$ cat src/rtl/reg_port_arbiter_if.sv
// Command bus between the four register-IO masters and the port arbiter.
//   req       : per-master request (0=init, 1=transmit, 2=receive, 3=idle/poll)
//   offset_in : packed 4x8 register offsets, master i at [8i+7:8i]
//   length_in : per-master access size (0=byte, 1=word)
//   wr_in     : per-master write(1)/read(0)
//   wdata_in  : packed 4x16 write data, master i at [16i+15:16i]
//   newcmd_in : per-master command strobe
//   grant     : one-hot grant back to the masters
interface reg_port_arbiter_if;
    logic [3:0]  req;
    logic [31:0] offset_in;
    logic [3:0]  length_in;
    logic [3:0]  wr_in;
    logic [63:0] wdata_in;
    logic [3:0]  newcmd_in;
    logic [3:0]  grant;

    modport master (
        output req, offset_in, length_in, wr_in, wdata_in, newcmd_in,
        input  grant
    );

    modport slave (
        input  req, offset_in, length_in, wr_in, wdata_in, newcmd_in,
        output grant
    );
endinterface

$ cat src/rtl/reg_port_arbiter.sv
// Shares the single KSZ register-IO port among the init, transmit, receive
// and idle/poll masters with a request/grant handshake. Ownership changes
// only while the register-IO engine is idle; a hold watchdog forces release.
//   clk40m, RSTN : 40 MHz clock, asynchronous active-low reset
//   initDone     : chip init complete (selects init-only vs. runtime masters)
//   cmd          : master-side command bus (slave modport)
//   regBusy      : register-IO engine not idle
//   offset, length, WR, writeData, NewCommand : owner's command, 0 when ungranted
//   master       : current or last owner index
//   timeout      : one-cycle pulse when the watchdog releases a master
module reg_port_arbiter #(
    parameter int unsigned MAX_HOLD = 4096,
    parameter int unsigned HOLD_W   = 13
) (
    input  logic                    clk40m,
    input  logic                    RSTN,
    input  logic                    initDone,
    reg_port_arbiter_if.slave       cmd,
    input  logic                    regBusy,
    output logic [7:0]              offset,
    output logic                    length,
    output logic                    WR,
    output logic [15:0]             writeData,
    output logic                    NewCommand,
    output logic [1:0]              master,
    output logic                    timeout
);

    typedef enum logic [1:0] {
        IDLE  = 2'd0,
        GRANT = 2'd1,
        DRAIN = 2'd2
    } state_e;

    localparam logic [HOLD_W-1:0] HOLD_LAST = HOLD_W'(MAX_HOLD - 1);

    state_e             state_q, state_d;
    logic [3:0]         grant_q, grant_d;
    logic [1:0]         master_q, master_d;
    logic               timeout_q, timeout_d;
    logic [HOLD_W-1:0]  hold_q, hold_d;
    logic [1:0]         ptr_q, ptr_d;

    logic [3:0]         eligible_c;
    logic [1:0]         pick_c;

    // Round-robin over indices 1..3 starting at ptr, wrapping 3->1.
    function automatic logic [1:0] rr_pick(input logic [3:0] e, input logic [1:0] ptr);
        logic [1:0] idx;
        logic [1:0] sel;
        logic       found;
        idx   = ptr;
        sel   = ptr;
        found = 1'b0;
        for (int k = 0; k < 3; k++) begin
            if (!found && e[idx]) begin
                sel   = idx;
                found = 1'b1;
            end
            idx = (idx == 2'd3) ? 2'd1 : idx + 2'd1;
        end
        return sel;
    endfunction

    // Before init completes only the init master may own the port; afterwards it never may.
    always_comb begin
        eligible_c = initDone ? {cmd.req[3:1], 1'b0} : {3'b000, cmd.req[0]};
        pick_c     = initDone ? rr_pick(eligible_c, ptr_q) : 2'd0;
    end

    // Next-state and registered-output logic.
    always_comb begin
        state_d   = state_q;
        grant_d   = grant_q;
        master_d  = master_q;
        timeout_d = 1'b0;
        hold_d    = hold_q;
        ptr_d     = ptr_q;
        case (state_q)
            IDLE: begin
                if ((|eligible_c) && !regBusy) begin
                    state_d  = GRANT;
                    grant_d  = 4'b0001 << pick_c;
                    master_d = pick_c;
                    hold_d   = '0;
                end
            end
            GRANT: begin
                hold_d = hold_q + HOLD_W'(1);
                // A request drop wins over the watchdog, so timeout only fires while req is still high.
                if (!cmd.req[master_q] || (hold_q == HOLD_LAST)) begin
                    state_d   = DRAIN;
                    grant_d   = 4'b0000;
                    timeout_d = cmd.req[master_q];
                    if (master_q != 2'd0) begin
                        ptr_d = (master_q == 2'd3) ? 2'd1 : master_q + 2'd1;
                    end
                end
            end
            DRAIN: begin
                if (!regBusy) begin
                    state_d = IDLE;
                end
            end
            default: begin
                state_d = IDLE;
                grant_d = 4'b0000;
            end
        endcase
    end

    // State and output registers.
    always_ff @(posedge clk40m or negedge RSTN) begin
        if (!RSTN) begin
            state_q   <= IDLE;
            grant_q   <= 4'b0000;
            master_q  <= 2'd0;
            timeout_q <= 1'b0;
            hold_q    <= '0;
            ptr_q     <= 2'd1;
        end else begin
            state_q   <= state_d;
            grant_q   <= grant_d;
            master_q  <= master_d;
            timeout_q <= timeout_d;
            hold_q    <= hold_d;
            ptr_q     <= ptr_d;
        end
    end

    // Owner's command slice passes straight through to the register-IO engine.
    always_comb begin
        offset     = 8'h00;
        length     = 1'b0;
        WR         = 1'b0;
        writeData  = 16'h0000;
        NewCommand = 1'b0;
        if (state_q == GRANT) begin
            offset     = cmd.offset_in[{master_q, 3'b000} +: 8];
            length     = cmd.length_in[master_q];
            WR         = cmd.wr_in[master_q];
            writeData  = cmd.wdata_in[{master_q, 4'b0000} +: 16];
            NewCommand = cmd.newcmd_in[master_q];
        end
    end

    assign cmd.grant = grant_q;
    assign master    = master_q;
    assign timeout   = timeout_q;

endmodule

$ cat src/flat_wrapper.sv
// flat-port wrapper written by rule: the top's interface ports become plain ports
module reg_port_arbiter_flat 
#(
    parameter int unsigned MAX_HOLD = 4096,
    parameter int unsigned HOLD_W   = 13
)
  (clk40m, RSTN, initDone, regBusy, offset, length, WR, writeData, NewCommand, master, timeout, cmd_req, cmd_offset_in, cmd_length_in, cmd_wr_in, cmd_wdata_in, cmd_newcmd_in, cmd_grant);
  reg_port_arbiter_if cmd_i ();
  input  logic clk40m;
  input  logic RSTN;
  input  logic initDone;
  input  logic regBusy;
  output logic [7:0] offset;
  output logic length;
  output logic WR;
  output logic [15:0] writeData;
  output logic NewCommand;
  output logic [1:0] master;
  output logic timeout;
  input wire logic [$bits(cmd_i.req)-1:0] cmd_req;
  input wire logic [$bits(cmd_i.offset_in)-1:0] cmd_offset_in;
  input wire logic [$bits(cmd_i.length_in)-1:0] cmd_length_in;
  input wire logic [$bits(cmd_i.wr_in)-1:0] cmd_wr_in;
  input wire logic [$bits(cmd_i.wdata_in)-1:0] cmd_wdata_in;
  input wire logic [$bits(cmd_i.newcmd_in)-1:0] cmd_newcmd_in;
  output wire logic [$bits(cmd_i.grant)-1:0] cmd_grant;
  assign cmd_i.req = cmd_req;
  assign cmd_i.offset_in = cmd_offset_in;
  assign cmd_i.length_in = cmd_length_in;
  assign cmd_i.wr_in = cmd_wr_in;
  assign cmd_i.wdata_in = cmd_wdata_in;
  assign cmd_i.newcmd_in = cmd_newcmd_in;
  assign cmd_grant = cmd_i.grant;
  reg_port_arbiter #(.MAX_HOLD(MAX_HOLD), .HOLD_W(HOLD_W)) u_core (.clk40m(clk40m), .RSTN(RSTN), .initDone(initDone), .cmd(cmd_i), .regBusy(regBusy), .offset(offset), .length(length), .WR(WR), .writeData(writeData), .NewCommand(NewCommand), .master(master), .timeout(timeout));
endmodule
$ cat config.mk
export PLATFORM = sky130hd
export DESIGN_NAME = reg_port_arbiter_flat
export DESIGN_NICKNAME = d
export VERILOG_FILES = /design/src/rtl/reg_port_arbiter_if.sv /design/src/rtl/reg_port_arbiter.sv /design/src/flat_wrapper.sv
export SDC_FILE = /design/constraint.sdc
export NUM_CORES = 1
export LEC_CHECK = 0
export ABC_AREA = 1
export CAP_MARGIN = 20
export CORE_UTILIZATION = 41
export DETAILED_ROUTE_END_ITERATION = 10
export GPL_ROUTABILITY_DRIVEN = 0
export PLACE_DENSITY = 0.95
export SLEW_MARGIN = 25
export SYNTH_ARGS = -nofsm -noshare
export SYNTH_HDL_FRONTEND = slang
export SYNTH_SLANG_ARGS = --single-unit
$ cat constraint.sdc
create_clock -name clk40m -period 5.8 [get_ports clk40m]
set_clock_uncertainty 0.1 [all_clocks]
set_input_delay 1.16 -clock clk40m [delete_from_list [all_inputs] [get_ports clk40m]]
set_output_delay 1.16 -clock clk40m [all_outputs]
set_load 0.01 [all_outputs]
==> summary.txt <==
Die
  • Std-Cell Rows: 27
  • Number of placed I/O pins: 150
  • Starting utilization of the core area: 43.4%
  • Die Outline Area: 6290 sq um
  • Die boundary width: 79.3 um
  • Die Y: 79.3 um
  • Floorplan Core Area: 5640 sq um

Clock tree
  • Htree depth: 1
  • Clock input transition at the sequential cells of the worst setup and hold paths: 90 ps
  • Cts-stage hold buffer count: 0
  • Post-CTS setup repair buffer count: 0
  • Master cell of the clock root buffer: sky130_fd_sc_hd__clkbuf_8
  • Number of buffers inserted during clock tree synthesis: 3
  • Clock sinks: 24
  • Worst-Skew Late Latency: 270 ps
  • CTS max path bufs: 2
  • Post-cts sizing count: 0
  • Clock tree from TritonCTS: done

Placed design
  • Placed Area: 3910 sq um
  • Detailed-placement wirelength estimate: 6530 um
  • Port Buf Inserts: 149
  • Pre-CTS worst setup slack: 1710 ps

STA
  • Shortest period the worst path allows: 4410 ps
  • Highest clock frequency the design can meet: 0.227 GHz
  • Number of endpoints with negative hold slack in the final report: 0
  • Number of max-slew violations in the final report: 0
  • Final Setup Violations: 0
  • Worst Max-Slew Pin Slew: 1040 ps
  • Worst rel slew slack: 30.7%
  • Fin crit share: 76.1%
  • Unrepaired setup endpoints after global routing: no
  • Final worst-path setup slack: 1390 ps
  • Post-Route Setup TNS: 0 ps

Setup path
  • Data arrival time of the worst path: 3150 ps
  • Chain of cells forming the critical path: inv_1, nor2_1, o21ai_0, a21oi_1, clkdlybuf4s50_1
  • Capturing point of the worst reg2reg path: u_core.cmd.grant[1]
  • Endpoint required time on the critical path: 4540 ps
  • Element type at the critical path end: primary output
  • Largest fanout of any net on the critical path: 31
  • Slowest library cell on the worst path: sky130_fd_sc_hd__dfrtp_1
  • Crit path max-delay family: buffers and inverters
  • Count of cells along the worst register-to-register path: 8
  • CP Depth: 5
  • R2r setup slk: 2970 ps
  • Launch point of the worst reg-to-reg path: u_core.master[1]
  • Buffer and inverter count on the worst path: 2
  • Largest incremental delay on the critical path: 1030 ps
  • Critical path class: register to primary output
  • Startpoint Class: register

Power
  • Power density over cell area: 386 nW/um^2
  • Combinational Power Share: 70.7%
  • Proportion of total power due to net switching: 50.8%
  • Power spent charging and discharging nets: 0.777 mW
  • Proportion of power drawn by flip-flops and latches: 21.8%
  • Cell-internal power: 0.754 mW
  • Relative contribution of the clock network to total power: 7.4%
  • Highest ir drop seen on vdd: 191 uV
  • Static leakage: 1.66 nW
  • Final total power: 1.53 mW

Yosys
  • Number of synthesized flops with an enable pin: 0
  • Number of instances in the synthesized netlist: 404
  • Cell accounting for the most synthesized area: sky130_fd_sc_hd__dfrtp_1
  • Synthesis warning total: 0
  • Syn Area/Cell: 6.07 sq um
  • Total nets after synthesis: 525
  • Count of state elements after synthesis: 24
  • Leading post-synthesis cells by cell area: sky130_fd_sc_hd__dfrtp_1 (23%), sky130_fd_sc_hd__nor2_1 (18%), sky130_fd_sc_hd__o21ai_0 (13%), sky130_fd_sc_hd__a21oi_1 (7.1%), sky130_fd_sc_hd__nand2_1 (6.0%)
  • List of most frequent post-synthesis cells: sky130_fd_sc_hd__nor2_1 (119), sky130_fd_sc_hd__o21ai_0 (62), sky130_fd_sc_hd__nand2_1 (39)
  • Share of the yosys chip area belonging to registers: 24.6%
  • FFs w/ async S/R, synth: 100%
  • Netlist area before placement: 2450 sq um
  • Distinct cell type count after synthesis: 30
  • Fraction of synthesized cell area taken by the top area cell type: 23.5%
  • Primary flip-flop cell chosen by synthesis mapping: sky130_fd_sc_hd__dfrtp_1
  • Most used standard cell by instance count after synthesis: sky130_fd_sc_hd__nor2_1

Final layout
  • Area occupied by multi-input gates: 1640 sq um
  • Filler cell count: 477
  • Diode count: 0
  • Proportion of layout cells with a drive suffix above 1: 9.19%
  • Finished layout cell area: 3970 sq um
  • Layout overhead on the synthesized area: 61.8%
  • Nets: 655
  • Seq. cell area: 603 sq um
  • Finished Core Util: 70.3%

Route
  • Number of vias in the routed layout: 3192
  • Aggregate routed wire length: 8490 um
  • Via count normalized by instance count: 5.28
  • Starting DRT DRC Count: 163
  • Average wire per standard cell: 14.0 um
  • Number of search-and-repair iterations in the first detailed-routing pass: 5
  • DRC violations left: 0
  • Antenna Nets Post-Route: 0

Outcome
  • Status: finished clean

Min path
  • Cells on Worst Hold Path: 2
  • Launch instance of the worst min-delay path: u_core.cmd.grant[2]
  • Worst Hold Endpoint: u_core.cmd.grant[2]
  • Worst min-delay path category: register to register

Run
  • Number of maximum-capacitance constraint violations: 0

GRT
  • Final global-route overflow total: 0
  • Initial antenna violation count: 0
  • Pin count of the biggest net entering global routing: 61
  • Wire length of the first global-routing pass: 13100 um
  • Global routing usage summed across all routing layers: 26.0%
  • Vias in the first global route: 2977
==> final cells by class <==
| type | count | area share [%] |
|---|---|---|
| Timing Repair Buffer | 149 | 37.5 |
| Tap cell | 72 | 2.27 |
| Multi-Input combinational cell | 333 | 41.5 |
| Sequential cell | 24 | 15.2 |
| Inverter | 23 | 2.18 |
| Clock buffer | 4 | 1.39 |
==> worst register-to-register path, delay by kind of cell, from the launching register on <==
| kind | cells | cell delay, ps |
|---|---|---|
| flops | 1 | 1030 |
| buf+inv | 2 | 820 |
| simple gates | 5 | 450 |
| compound gates | 1 | 360 |
==> power by group through the flow <==
stage | registers (mW) | logic (mW) | clock network [mW]
2_1_floorplan | 0.263 | 0.764 | 0
3_3_place_gp | 0.331 | 1.05 | 0
3_5_place_dp | 0.334 | 1.08 | 0
4_1_cts | 0.331 | 1.08 | 0.115
5_1_grt | 0.346 | 1.21 | 0.120
6_report | 0.334 | 1.08 | 0.114
==> through the flow <==
step                      cells  hold WS (ps)
final                       605           385
after detailed placement    601           366
after floorplan             404           341
after CTS                   605           387
after global routing        605           417
after global placement      601           356
==> per-layer routing <==
| layer | track usage (%) | vias up | wire [um] | share of wire, % |
|---|---|---|---|---|
| li1 | - | 1587 | - | - |
| met1 | 31.2 | 1473 | 3420 | 40 |
| met2 | 46.0 | 117 | 4300 | 51 |
| met3 | 5.52 | 15 | 610 | 7.2 |
| met4 | 7.64 | 0 | 161 | 1.9 |
| met5 | 0 | - | 0 | 0 |
==> worst max path at each step <==
| stage | start | endpoint | slack, ps |
|---|---|---|---|
| floorplan | cmd_wdata_in[14] | writeData[14] | 2980 |
| global placement | u_core.master[1] | writeData[14] | 1740 |
| detailed placement | u_core.master[1] | writeData[11] | 1710 |
| CTS | u_core.master[1] | writeData[11] | 1400 |
| global route | u_core.master[1] | offset[6] | 1150 |
| finish | u_core.master[1] | writeData[11] | 1390 |
==> cells by family (layout without fill, tap and decap cells) <==
group                      count (synthesis)  in the layout  synth area share, %
AOI/OAI and AO/OA                        106            106                 22.1
xor gates and xnor gates                   1              1                0.357
adders and majority gates                  5              5                 2.55
buffers and inverters                     47            176                 8.37
DFF                                       24             24                 24.6
muxes                                      1              1                0.408
and+or+nand+nor                          220            220                 41.7
==> cells in the final DEF, fill, tap and decap left out, types with 2 or more instances in the layout <==
cell type                           n
sky130_fd_sc_hd__clkbuf_8           4
sky130_fd_sc_hd__nor3_1             3
sky130_fd_sc_hd__nand2_1           39
sky130_fd_sc_hd__o22ai_1            3
sky130_fd_sc_hd__a21oi_1           35
sky130_fd_sc_hd__nor2_1           119
sky130_fd_sc_hd__inv_2              8
sky130_fd_sc_hd__nand2_2           11
sky130_fd_sc_hd__inv_1             15
sky130_fd_sc_hd__o21ai_2            2
sky130_fd_sc_hd__nor2_2             6
sky130_fd_sc_hd__ha_1               5
sky130_fd_sc_hd__nand3_2            8
sky130_fd_sc_hd__dfrtp_1           22
sky130_fd_sc_hd__nand3_1           25
sky130_fd_sc_hd__nand2_4            2
sky130_fd_sc_hd__o21ai_1            4
sky130_fd_sc_hd__o21ai_0           62
sky130_fd_sc_hd__nand4_2            3
sky130_fd_sc_hd__clkdlybuf4s50_1  148
==> sequential cells by signal, indices dropped and copies added, names as in the netlist <==
name / cells
u_core.cmd.grant: 4
u_core.hold_q: 13
u_core.master: 2
u_core.ptr_q: 2
u_core.state_q: 2
u_core.timeout: 1
No activity file was read; power rests on OpenSTA's default activity.
